[src/rtl/decode_stage_pkg.sv]
// Shared ISA definitions for the decode stage: opcode encodings, control-word
// field encodings, the registered control-word payload and the FSM states.
package decode_stage_pkg;

    localparam int unsigned ISA_OPC_W = 7;
    localparam int unsigned FS_W      = 4;
    localparam int unsigned SH_W      = 5;

    typedef enum logic [ISA_OPC_W-1:0] {
        OP_NOP  = 7'h00,
        OP_ST   = 7'h01,
        OP_ADD  = 7'h02,
        OP_SUB  = 7'h05,
        OP_AND  = 7'h08,
        OP_OR   = 7'h09,
        OP_XOR  = 7'h0A,
        OP_NOT  = 7'h0B,
        OP_MOVB = 7'h0C,
        OP_LSR  = 7'h0D,
        OP_LSL  = 7'h0E,
        OP_LD   = 7'h21,
        OP_ADI  = 7'h42,
        OP_JMP  = 7'h44,
        OP_SBI  = 7'h45,
        OP_JML  = 7'h47,
        OP_ANI  = 7'h48,
        OP_ORI  = 7'h49,
        OP_XRI  = 7'h4A,
        OP_BZ   = 7'h60,
        OP_BNZ  = 7'h61,
        OP_AIU  = 7'h62,
        OP_SLT  = 7'h65,
        OP_SIU  = 7'h66,
        OP_JMR  = 7'h70,
        OP_HALT = 7'h7F
    } opcode_e;

    // Register-file write-data source
    typedef enum logic [1:0] {
        MD_ALU = 2'b00,
        MD_MEM = 2'b01,
        MD_SLT = 2'b10
    } md_e;

    // Branch select
    typedef enum logic [1:0] {
        BS_NONE = 2'b00,
        BS_BCND = 2'b01,
        BS_JMR  = 2'b10,
        BS_JMP  = 2'b11
    } bs_e;

    // Function-unit select
    typedef enum logic [FS_W-1:0] {
        FS_PASS = 4'b0000,
        FS_ADD  = 4'b0010,
        FS_SUB  = 4'b0101,
        FS_AND  = 4'b1000,
        FS_OR   = 4'b1001,
        FS_XOR  = 4'b1010,
        FS_NOT  = 4'b1011,
        FS_MOVB = 4'b1100,
        FS_LSR  = 4'b1101,
        FS_LSL  = 4'b1110
    } fs_e;

    typedef struct packed {
        logic rw;
        md_e  md;
        bs_e  bs;
        logic ps;
        logic mw;
        fs_e  fs;
        logic ma;
        logic mb;
        logic cs;
        logic illegal;
    } ctrl_t;

    localparam ctrl_t CTRL_NOP = '{
        rw: 1'b0, md: MD_ALU, bs: BS_NONE, ps: 1'b0, mw: 1'b0,
        fs: FS_PASS, ma: 1'b0, mb: 1'b0, cs: 1'b0, illegal: 1'b0
    };

    typedef enum logic {
        ST_RUN    = 1'b0,
        ST_HALTED = 1'b1
    } state_e;

endpackage

[src/rtl/decode_stage_scoreboard.sv]
// Register busy scoreboard: one bit per architectural register.
// Ports: set_en/set_addr mark a register busy, clr_mask clears any set of
// registers, bits is the registered busy vector. A set beats a same-cycle clear.
module reg_scoreboard
    import decode_stage_pkg::*;
#(
    parameter int unsigned NREGS = 32,
    parameter int unsigned AW    = 5
) (
    input  logic             clk,
    input  logic             rst_n,
    input  logic             set_en,
    input  logic [AW-1:0]    set_addr,
    input  logic [NREGS-1:0] clr_mask,
    output logic [NREGS-1:0] bits
);

    logic [NREGS-1:0] bits_d;

    // Clear first, then set, so a same-cycle set of the same bit wins
    always_comb begin
        bits_d = bits & ~clr_mask;
        if (set_en) begin
            bits_d[set_addr] = 1'b1;
        end
    end

    always_ff @(posedge clk or negedge rst_n) begin
        if (!rst_n) begin
            bits <= '0;
        end else begin
            bits <= bits_d;
        end
    end

endmodule

[src/rtl/decode_stage.sv]
// Instruction decode stage: splits the instruction word into fields, decodes
// the control word, stalls on RAW hazards via the register scoreboard, and
// holds the decoded bundle in an output register with a valid/ready handshake.
// Ports: clk/rst_n; in_valid/in_ready/in_inst input handshake; out_valid/
// out_ready plus registered fields and control word; wb_valid/wb_addr release
// a busy register; flush cancels the held bundle; resume leaves HALTED;
// halted reflects the HALTED state.
module decode_stage
    import decode_stage_pkg::*;
#(
    parameter int unsigned INST_W = 32,
    parameter int unsigned OPC_W  = 7,
    parameter int unsigned REG_W  = 5,
    parameter int unsigned IMM_W  = 15
) (
    input  logic              clk,
    input  logic              rst_n,
    input  logic              in_valid,
    output logic              in_ready,
    input  logic [INST_W-1:0] in_inst,
    output logic              out_valid,
    input  logic              out_ready,
    output logic [OPC_W-1:0]  out_opcode,
    output logic [REG_W-1:0]  out_dr,
    output logic [REG_W-1:0]  out_sa,
    output logic [REG_W-1:0]  out_sb,
    output logic [IMM_W-1:0]  out_imm,
    output logic [SH_W-1:0]   out_sh,
    output logic              out_rw,
    output logic [1:0]        out_md,
    output logic [1:0]        out_bs,
    output logic              out_ps,
    output logic              out_mw,
    output logic [FS_W-1:0]   out_fs,
    output logic              out_ma,
    output logic              out_mb,
    output logic              out_cs,
    output logic              out_illegal,
    input  logic              wb_valid,
    input  logic [REG_W-1:0]  wb_addr,
    input  logic              flush,
    input  logic              resume,
    output logic              halted
);

    localparam int unsigned NREGS = 1 << REG_W;

    // Field extraction, packed from the MSB
    logic [OPC_W-1:0] f_opcode;
    logic [REG_W-1:0] f_dr, f_sa, f_sb;
    logic [IMM_W-1:0] f_imm;
    logic [SH_W-1:0]  f_sh;
    opcode_e          op;

    assign f_opcode = in_inst[INST_W-1 -: OPC_W];
    assign f_dr     = in_inst[INST_W-OPC_W-1 -: REG_W];
    assign f_sa     = in_inst[INST_W-OPC_W-REG_W-1 -: REG_W];
    assign f_sb     = in_inst[INST_W-OPC_W-2*REG_W-1 -: REG_W];
    assign f_imm    = in_inst[IMM_W-1:0];
    assign f_sh     = in_inst[SH_W-1:0];
    assign op       = opcode_e'(ISA_OPC_W'(f_opcode));

    // Control-word decode; unknown opcodes keep NOP controls and flag illegal
    ctrl_t ctrl;
    logic  use_a, use_b;

    always_comb begin
        ctrl = CTRL_NOP;
        case (op)
            OP_NOP:  ;
            OP_HALT: ;
            OP_ADD:  begin ctrl.rw = 1'b1; ctrl.fs = FS_ADD;  end
            OP_SUB:  begin ctrl.rw = 1'b1; ctrl.fs = FS_SUB;  end
            OP_SLT:  begin ctrl.rw = 1'b1; ctrl.fs = FS_SUB;  ctrl.md = MD_SLT; end
            OP_AND:  begin ctrl.rw = 1'b1; ctrl.fs = FS_AND;  end
            OP_OR:   begin ctrl.rw = 1'b1; ctrl.fs = FS_OR;   end
            OP_XOR:  begin ctrl.rw = 1'b1; ctrl.fs = FS_XOR;  end
            OP_NOT:  begin ctrl.rw = 1'b1; ctrl.fs = FS_NOT;  end
            OP_MOVB: begin ctrl.rw = 1'b1; ctrl.fs = FS_MOVB; end
            OP_LSR:  begin ctrl.rw = 1'b1; ctrl.fs = FS_LSR;  end
            OP_LSL:  begin ctrl.rw = 1'b1; ctrl.fs = FS_LSL;  end
            OP_LD:   begin ctrl.rw = 1'b1; ctrl.md = MD_MEM;  end
            OP_ST:   begin ctrl.mw = 1'b1; end
            OP_ADI:  begin ctrl.rw = 1'b1; ctrl.fs = FS_ADD; ctrl.mb = 1'b1; ctrl.cs = 1'b1; end
            OP_SBI:  begin ctrl.rw = 1'b1; ctrl.fs = FS_SUB; ctrl.mb = 1'b1; ctrl.cs = 1'b1; end
            OP_ANI:  begin ctrl.rw = 1'b1; ctrl.fs = FS_AND; ctrl.mb = 1'b1; end
            OP_ORI:  begin ctrl.rw = 1'b1; ctrl.fs = FS_OR;  ctrl.mb = 1'b1; end
            OP_XRI:  begin ctrl.rw = 1'b1; ctrl.fs = FS_XOR; ctrl.mb = 1'b1; end
            OP_AIU:  begin ctrl.rw = 1'b1; ctrl.fs = FS_ADD; ctrl.mb = 1'b1; end
            OP_SIU:  begin ctrl.rw = 1'b1; ctrl.fs = FS_SUB; ctrl.mb = 1'b1; end
            OP_JMR:  begin ctrl.bs = BS_JMR; end
            OP_BZ:   begin ctrl.bs = BS_BCND; ctrl.mb = 1'b1; ctrl.cs = 1'b1; end
            OP_BNZ:  begin ctrl.bs = BS_BCND; ctrl.ps = 1'b1; ctrl.mb = 1'b1; ctrl.cs = 1'b1; end
            OP_JMP:  begin ctrl.bs = BS_JMP; ctrl.mb = 1'b1; ctrl.cs = 1'b1; end
            OP_JML:  begin ctrl.rw = 1'b1; ctrl.bs = BS_JMP; ctrl.ma = 1'b1; ctrl.mb = 1'b1; ctrl.cs = 1'b1; end
            default: ctrl.illegal = 1'b1;
        endcase
    end

    // Source-register usage feeding the hazard check
    always_comb begin
        use_a = !ctrl.illegal && !ctrl.ma &&
                !(op inside {OP_NOP, OP_HALT, OP_JMP, OP_MOVB});
        use_b = !ctrl.mb &&
                (op inside {OP_ADD, OP_SUB, OP_AND, OP_OR, OP_XOR, OP_MOVB, OP_SLT, OP_ST});
    end

    // Scoreboard and handshake
    logic [NREGS-1:0] sb_bits;
    logic [NREGS-1:0] clr_mask;
    logic             hazard;
    logic             accept;
    ctrl_t            ctrl_q;

    assign hazard   = (use_a && sb_bits[f_sa]) || (use_b && sb_bits[f_sb]);
    assign in_ready = !halted && !hazard && !flush && (!out_valid || out_ready);
    assign accept   = in_valid && in_ready;

    // Writeback releases its register; a flush releases the cancelled destination
    always_comb begin
        clr_mask = '0;
        if (wb_valid) begin
            clr_mask[wb_addr] = 1'b1;
        end
        if (flush && out_valid && ctrl_q.rw) begin
            clr_mask[out_dr] = 1'b1;
        end
    end

    reg_scoreboard #(
        .NREGS (NREGS),
        .AW    (REG_W)
    ) u_sb (
        .clk      (clk),
        .rst_n    (rst_n),
        .set_en   (accept && ctrl.rw),
        .set_addr (f_dr),
        .clr_mask (clr_mask),
        .bits     (sb_bits)
    );

    // Output bundle register; flush beats out_ready, fields hold while stalled
    always_ff @(posedge clk or negedge rst_n) begin
        if (!rst_n) begin
            out_valid  <= 1'b0;
            ctrl_q     <= '0;
            out_opcode <= '0;
            out_dr     <= '0;
            out_sa     <= '0;
            out_sb     <= '0;
            out_imm    <= '0;
            out_sh     <= '0;
        end else begin
            if (flush) begin
                out_valid <= 1'b0;
            end else if (accept) begin
                out_valid <= 1'b1;
            end else if (out_ready) begin
                out_valid <= 1'b0;
            end
            if (accept) begin
                ctrl_q     <= ctrl;
                out_opcode <= f_opcode;
                out_dr     <= f_dr;
                out_sa     <= f_sa;
                out_sb     <= f_sb;
                out_imm    <= f_imm;
                out_sh     <= f_sh;
            end
        end
    end

    assign out_rw      = ctrl_q.rw;
    assign out_md      = ctrl_q.md;
    assign out_bs      = ctrl_q.bs;
    assign out_ps      = ctrl_q.ps;
    assign out_mw      = ctrl_q.mw;
    assign out_fs      = ctrl_q.fs;
    assign out_ma      = ctrl_q.ma;
    assign out_mb      = ctrl_q.mb;
    assign out_cs      = ctrl_q.cs;
    assign out_illegal = ctrl_q.illegal;

    // RUN/HALTED control
    state_e state_q, state_d;

    always_comb begin
        state_d = state_q;
        if (state_q == ST_RUN) begin
            if (accept && op == OP_HALT) begin
                state_d = ST_HALTED;
            end
        end else begin
            if (resume) begin
                state_d = ST_RUN;
            end
        end
    end

    always_ff @(posedge clk or negedge rst_n) begin
        if (!rst_n) begin
            state_q <= ST_RUN;
            halted  <= 1'b0;
        end else begin
            state_q <= state_d;
            halted  <= (state_d == ST_HALTED);
        end
    end

endmodule

[config.mk]
export PLATFORM = sky130hd
export DESIGN_NAME = decode_stage
export DESIGN_NICKNAME = d
export VERILOG_FILES = /design/src/rtl/decode_stage_pkg.sv /design/src/rtl/decode_stage_scoreboard.sv /design/src/rtl/decode_stage.sv
export SDC_FILE = /design/constraint.sdc
export NUM_CORES = 1
export LEC_CHECK = 0
export ABC_CLOCK_PERIOD_IN_PS = 3880
export CAP_MARGIN = 40
export CELL_PAD_IN_SITES_DETAIL_PLACEMENT = 1
export CELL_PAD_IN_SITES_GLOBAL_PLACEMENT = 2
export CORE_MARGIN = 1
export CORE_UTILIZATION = 33
export DETAILED_ROUTE_END_ITERATION = 12
export GPL_TIMING_DRIVEN = 1
export PLACE_DENSITY = 0.89
export SYNTH_ARGS = -nofsm -noshare
export SYNTH_HDL_FRONTEND = slang
export SYNTH_HIERARCHICAL = 1
export SYNTH_SLANG_ARGS = --single-unit
export TNS_END_PERCENT = 30
[constraint.sdc]
create_clock -name clk -period 3.88 [get_ports clk]
set_input_delay 0.776 -clock clk [delete_from_list [all_inputs] [get_ports clk]]
set_output_delay 0.776 -clock clk [all_outputs]
set_load 0.05 [all_outputs]
==> summary.txt <==
Logic synthesis
  – Syn Inst Count: 433
  – Synth Area per Inst: 11.0 um^2
  – Cell area after synthesis: 0.00478 mm^2
  – Sequential share of the synthesized area: 0.424
  – Synth Register Bits: 81
  – Ys async rst share: 1.00
  – Library cells used by synthesis: 52
  – Syn nets: 477
  – Yosys warns: 6
  – Top_reg_cell synth: dfrtp_1
  – Number of synthesized flops with an enable pin: 0

Worst setup path
  – Worst Setup Path Type: in2out
  – CP Launch Type: input port
  – Worst path required time: 3.10 ns
  – Crit end category: primary output
  – Crit path DAT: 3.01 ns
  – Peak fanout along the critical path: 4

Floorplan
  – Rows: 43
  – Die area: 0.0150 mm^2
  – Core area: 0.0140 mm^2
  – Die height: 122 um
  – Io pins: 104
  – Initial Util: 0.342
  – Chip width: 122 um

Final layout
  – Ant. Diodes: 0
  – Area Overhead vs Synth: 36.3%
  – Nets@finish: 591
  – Fill cells: 1541
  – Post-layout util: 0.466
  – Layout cells sized above 1: 0.248

Timing
  – Setup TNS: 0 ns
  – Fmax: 264 MHz
  – Clock Skew: 0.00800 ns
  – Setup-failing EPs final: 0
  – Fin crit period: 3.79 ns
  – Hold Violations, Final: 0
  – Slew Limit Fails: 0
  – Normalized max-slew margin: 0.633
  – Worst slew pin tran: 0.549 ns
  – RSZ-0062 raised after global routing: no
  – Final period util: 0.976

CTS
  – CTS Hold Bufs: 0
  – CTS clk-pin slew, worst paths: 0.06 ns
  – CTS tree: done
  – H-tree depth: 3
  – Clk_lat worst skew: 0.35 ns
  – Clock Tree Buf Depth: 2
  – Cts bufs inserted: 9
  – Clock root cell: clkbuf_16
  – Post-CTS Setup Inserts: 0
  – Num Clock Sinks: 81

Place
  – GPL Wtd Cong: 0.792
  – HPWL after detailed placement: 11.5 mm
  – Port bufs: 103

Job
  – Max-Cap Viols: 0

Drt
  – Starting DRT DRC Count: 269
  – Post-Route WL: 14.9 mm
  – DRC Markers: 0
  – Post-route ant nets: 0
  – Vias: 4127
  – DR pass1 iterations: 4
  – Routed len/inst: 20.4 um
  – Via/cell ratio: 5.64

GRT
  – GRT Overall Usage: 0.211
  – Initial antenna violation count: 0
  – M3 GR Usage: 0.0432
  – Most used routing layer: met2
  – Met2 usage: 0.362
  – M1 GR Usage: 0.263
  – Largest net degree at the start of global routing: 48
  – First-pass GRT wire length: 24.0 mm
  – Remaining global-route overflow: 0
  – Vias in the first global route: 4451

Power and ir drop
  – Power Density: 602 mW/mm^2
  – Leak pwr: 2.69 nW
  – Worst VDD drop: 0.245 mV
  – Total Power: 0.00392 W

Run status
  – Status: complete, no violations

Min path
  – Worst Hold Class: in2async
==> Yosys cell counts (4+ instances only) <==
cell type | number | area (um^2)
mux2_2 | 34 | 383
nand4_1 | 5 | 31.3
or3_1 | 7 | 43.8
nor2_1 | 15 | 56.3
o22ai_1 | 54 | 338
nand2_1 | 8 | 30.0
o22ai_2 | 11 | 138
a21oi_1 | 4 | 20.0
o31ai_1 | 4 | 30.0
dfrtp_1 | 81 | 2030
o21ai_0 | 7 | 35.0
nor3_1 | 5 | 25.0
buf_4 | 11 | 82.6
nand3_1 | 12 | 60.1
nand2b_1 | 5 | 31.3
mux2_4 | 10 | 150
clkbuf_1 | 17 | 63.8
or3b_2 | 6 | 52.6
mux4_2 | 16 | 360
inv_1 | 39 | 146
mux2i_1 | 13 | 130
buf_2 | 6 | 30.0
nand3b_1 | 17 | 128
==> registers in the layout, indices dropped and copies added (netlist names), 2 cells and up <==
| name | cells |
|---|---|
| out_sb | 5 |
| out_dr | 5 |
| u_sb/bits | 32 |
| out_fs | 4 |
| out_imm | 10 |
| out_opcode | 7 |
| out_bs | 2 |
| out_sa | 5 |
| out_md | 2 |
==> routing by layer <==
metal / vias up / part of all wire
met5: - / 0
met4: 0 / 0.019
met3: 27 / 0.047
met2: 151 / 0.51
met1: 2086 / 0.42
li1: 1863 / -
==> logic make-up (layout without fill, tap and decap cells) <==
kind of cell	after synthesis	count (layout)	synth area share
AOI/OAI and AO/OA	95	95	0.145
xor gates and xnor gates	3	3	0.00550
adders and majority gates	2	2	0.00419
buffers and inverters	76	195	0.0730
DFF	81	81	0.424
muxes	73	73	0.214
and+or+nand+nor	103	103	0.135
==> power breakdown <==
group	switching [W]	total (W)	internal [W]
combinational	0.00101	0.00175	0.000738
sequential	0.000229	0.00131	0.00108
clock	0.000351	0.000862	0.000511
total	0.00159	0.00392	0.00233
==> layout by cell type, fill, tap and decap left out, types with 2 or more instances in the layout <==
cell / instances
nand2b_1: 5
nor4_1: 2
buf_4: 33
nor4b_1: 2
mux4_2: 16
a21oi_1: 4
o22ai_1: 54
nor2b_1: 3
clkdlybuf4s50_1: 100
mux2_2: 34
nand2_1: 8
nor4bb_1: 2
buf_12: 4
nor3b_1: 3
xnor2_1: 3
inv_1: 39
nand4_1: 5
o31ai_1: 4
a22oi_1: 2
nand3b_1: 17
o22ai_2: 11
nor3_1: 4
or3b_1: 3
dfrtp_1: 81
maj3_1: 2
nand4b_1: 2
or3_1: 7
o21ai_0: 7
or3b_2: 6
mux2i_1: 13
a2bb2oi_1: 2
clkbuf_16: 9
nand3_1: 12
nor2_1: 15
mux2_4: 10
clkinv_2: 4
==> area by class of cell <==
type,instances,area [um^2],share of cell area
Clock buffer,10,239,0.0367
Clock inverter,6,57.6,0.00883
Tap cell,180,225,0.0346
Multi-Input combinational cell,276,2420,0.372
Sequential cell,81,2030,0.311
Timing Repair Buffer,140,1400,0.214
Inverter,39,146,0.0225
==> timing repair <==
action | CTS | global route
gates cloned | 1 | 0
gates resized for setup | 2 | 1
endpoints found under the setup margin | 1 | 1
pin swaps | 0 | 0
==> worst paths after layout <==
| check | startpoint | to | slack (ns) | cells past startpoint |
|---|---|---|---|---|
| max in group asynchronous | rst_n | out_imm[2] | 2.89 | 2 |
| min in group clk | out_illegal | out_illegal | 0.49 | 1 |
| setup reg to reg | u_sb/bits[31] | u_sb/bits[8] | 0.90 | 10 |
| hold reg to reg | out_illegal | out_illegal | 0.49 | 1 |
| hold / removal | rst_n | out_imm[6] | 0.39 | 1 |
| setup / recovery | in_inst[15] | in_ready | 0.09 | 8 |
==> metrics by stage <==
step | cells | instance area [um^2] | hold WS [ns] | setup slack, ns
3_3_place_gp | 714 | 6150 | 0.488 | -0.0527
3_5_place_dp | 715 | 6180 | 0.483 | -0.150
2_1_floorplan | 433 | 4780 | 0.480 | 0.376
6_report | 732 | 6520 | 0.394 | 0.0930
5_1_grt | 732 | 6520 | 0.420 | 0.000342
4_1_cts | 732 | 6510 | 0.400 | 0.0289
==> worst max-delay path, cell delays in order <==
cell and delay, ns:
dlygate4sd2_1 0.29, bufbuf_16 0.29, mux4_2 0.48, mux4_2 0.46, mux2_2 0.28, nand4_1 0.11, o21a_1 0.18, buf_12 0.15
Note: power is estimated with default switching activity, not from simulation.
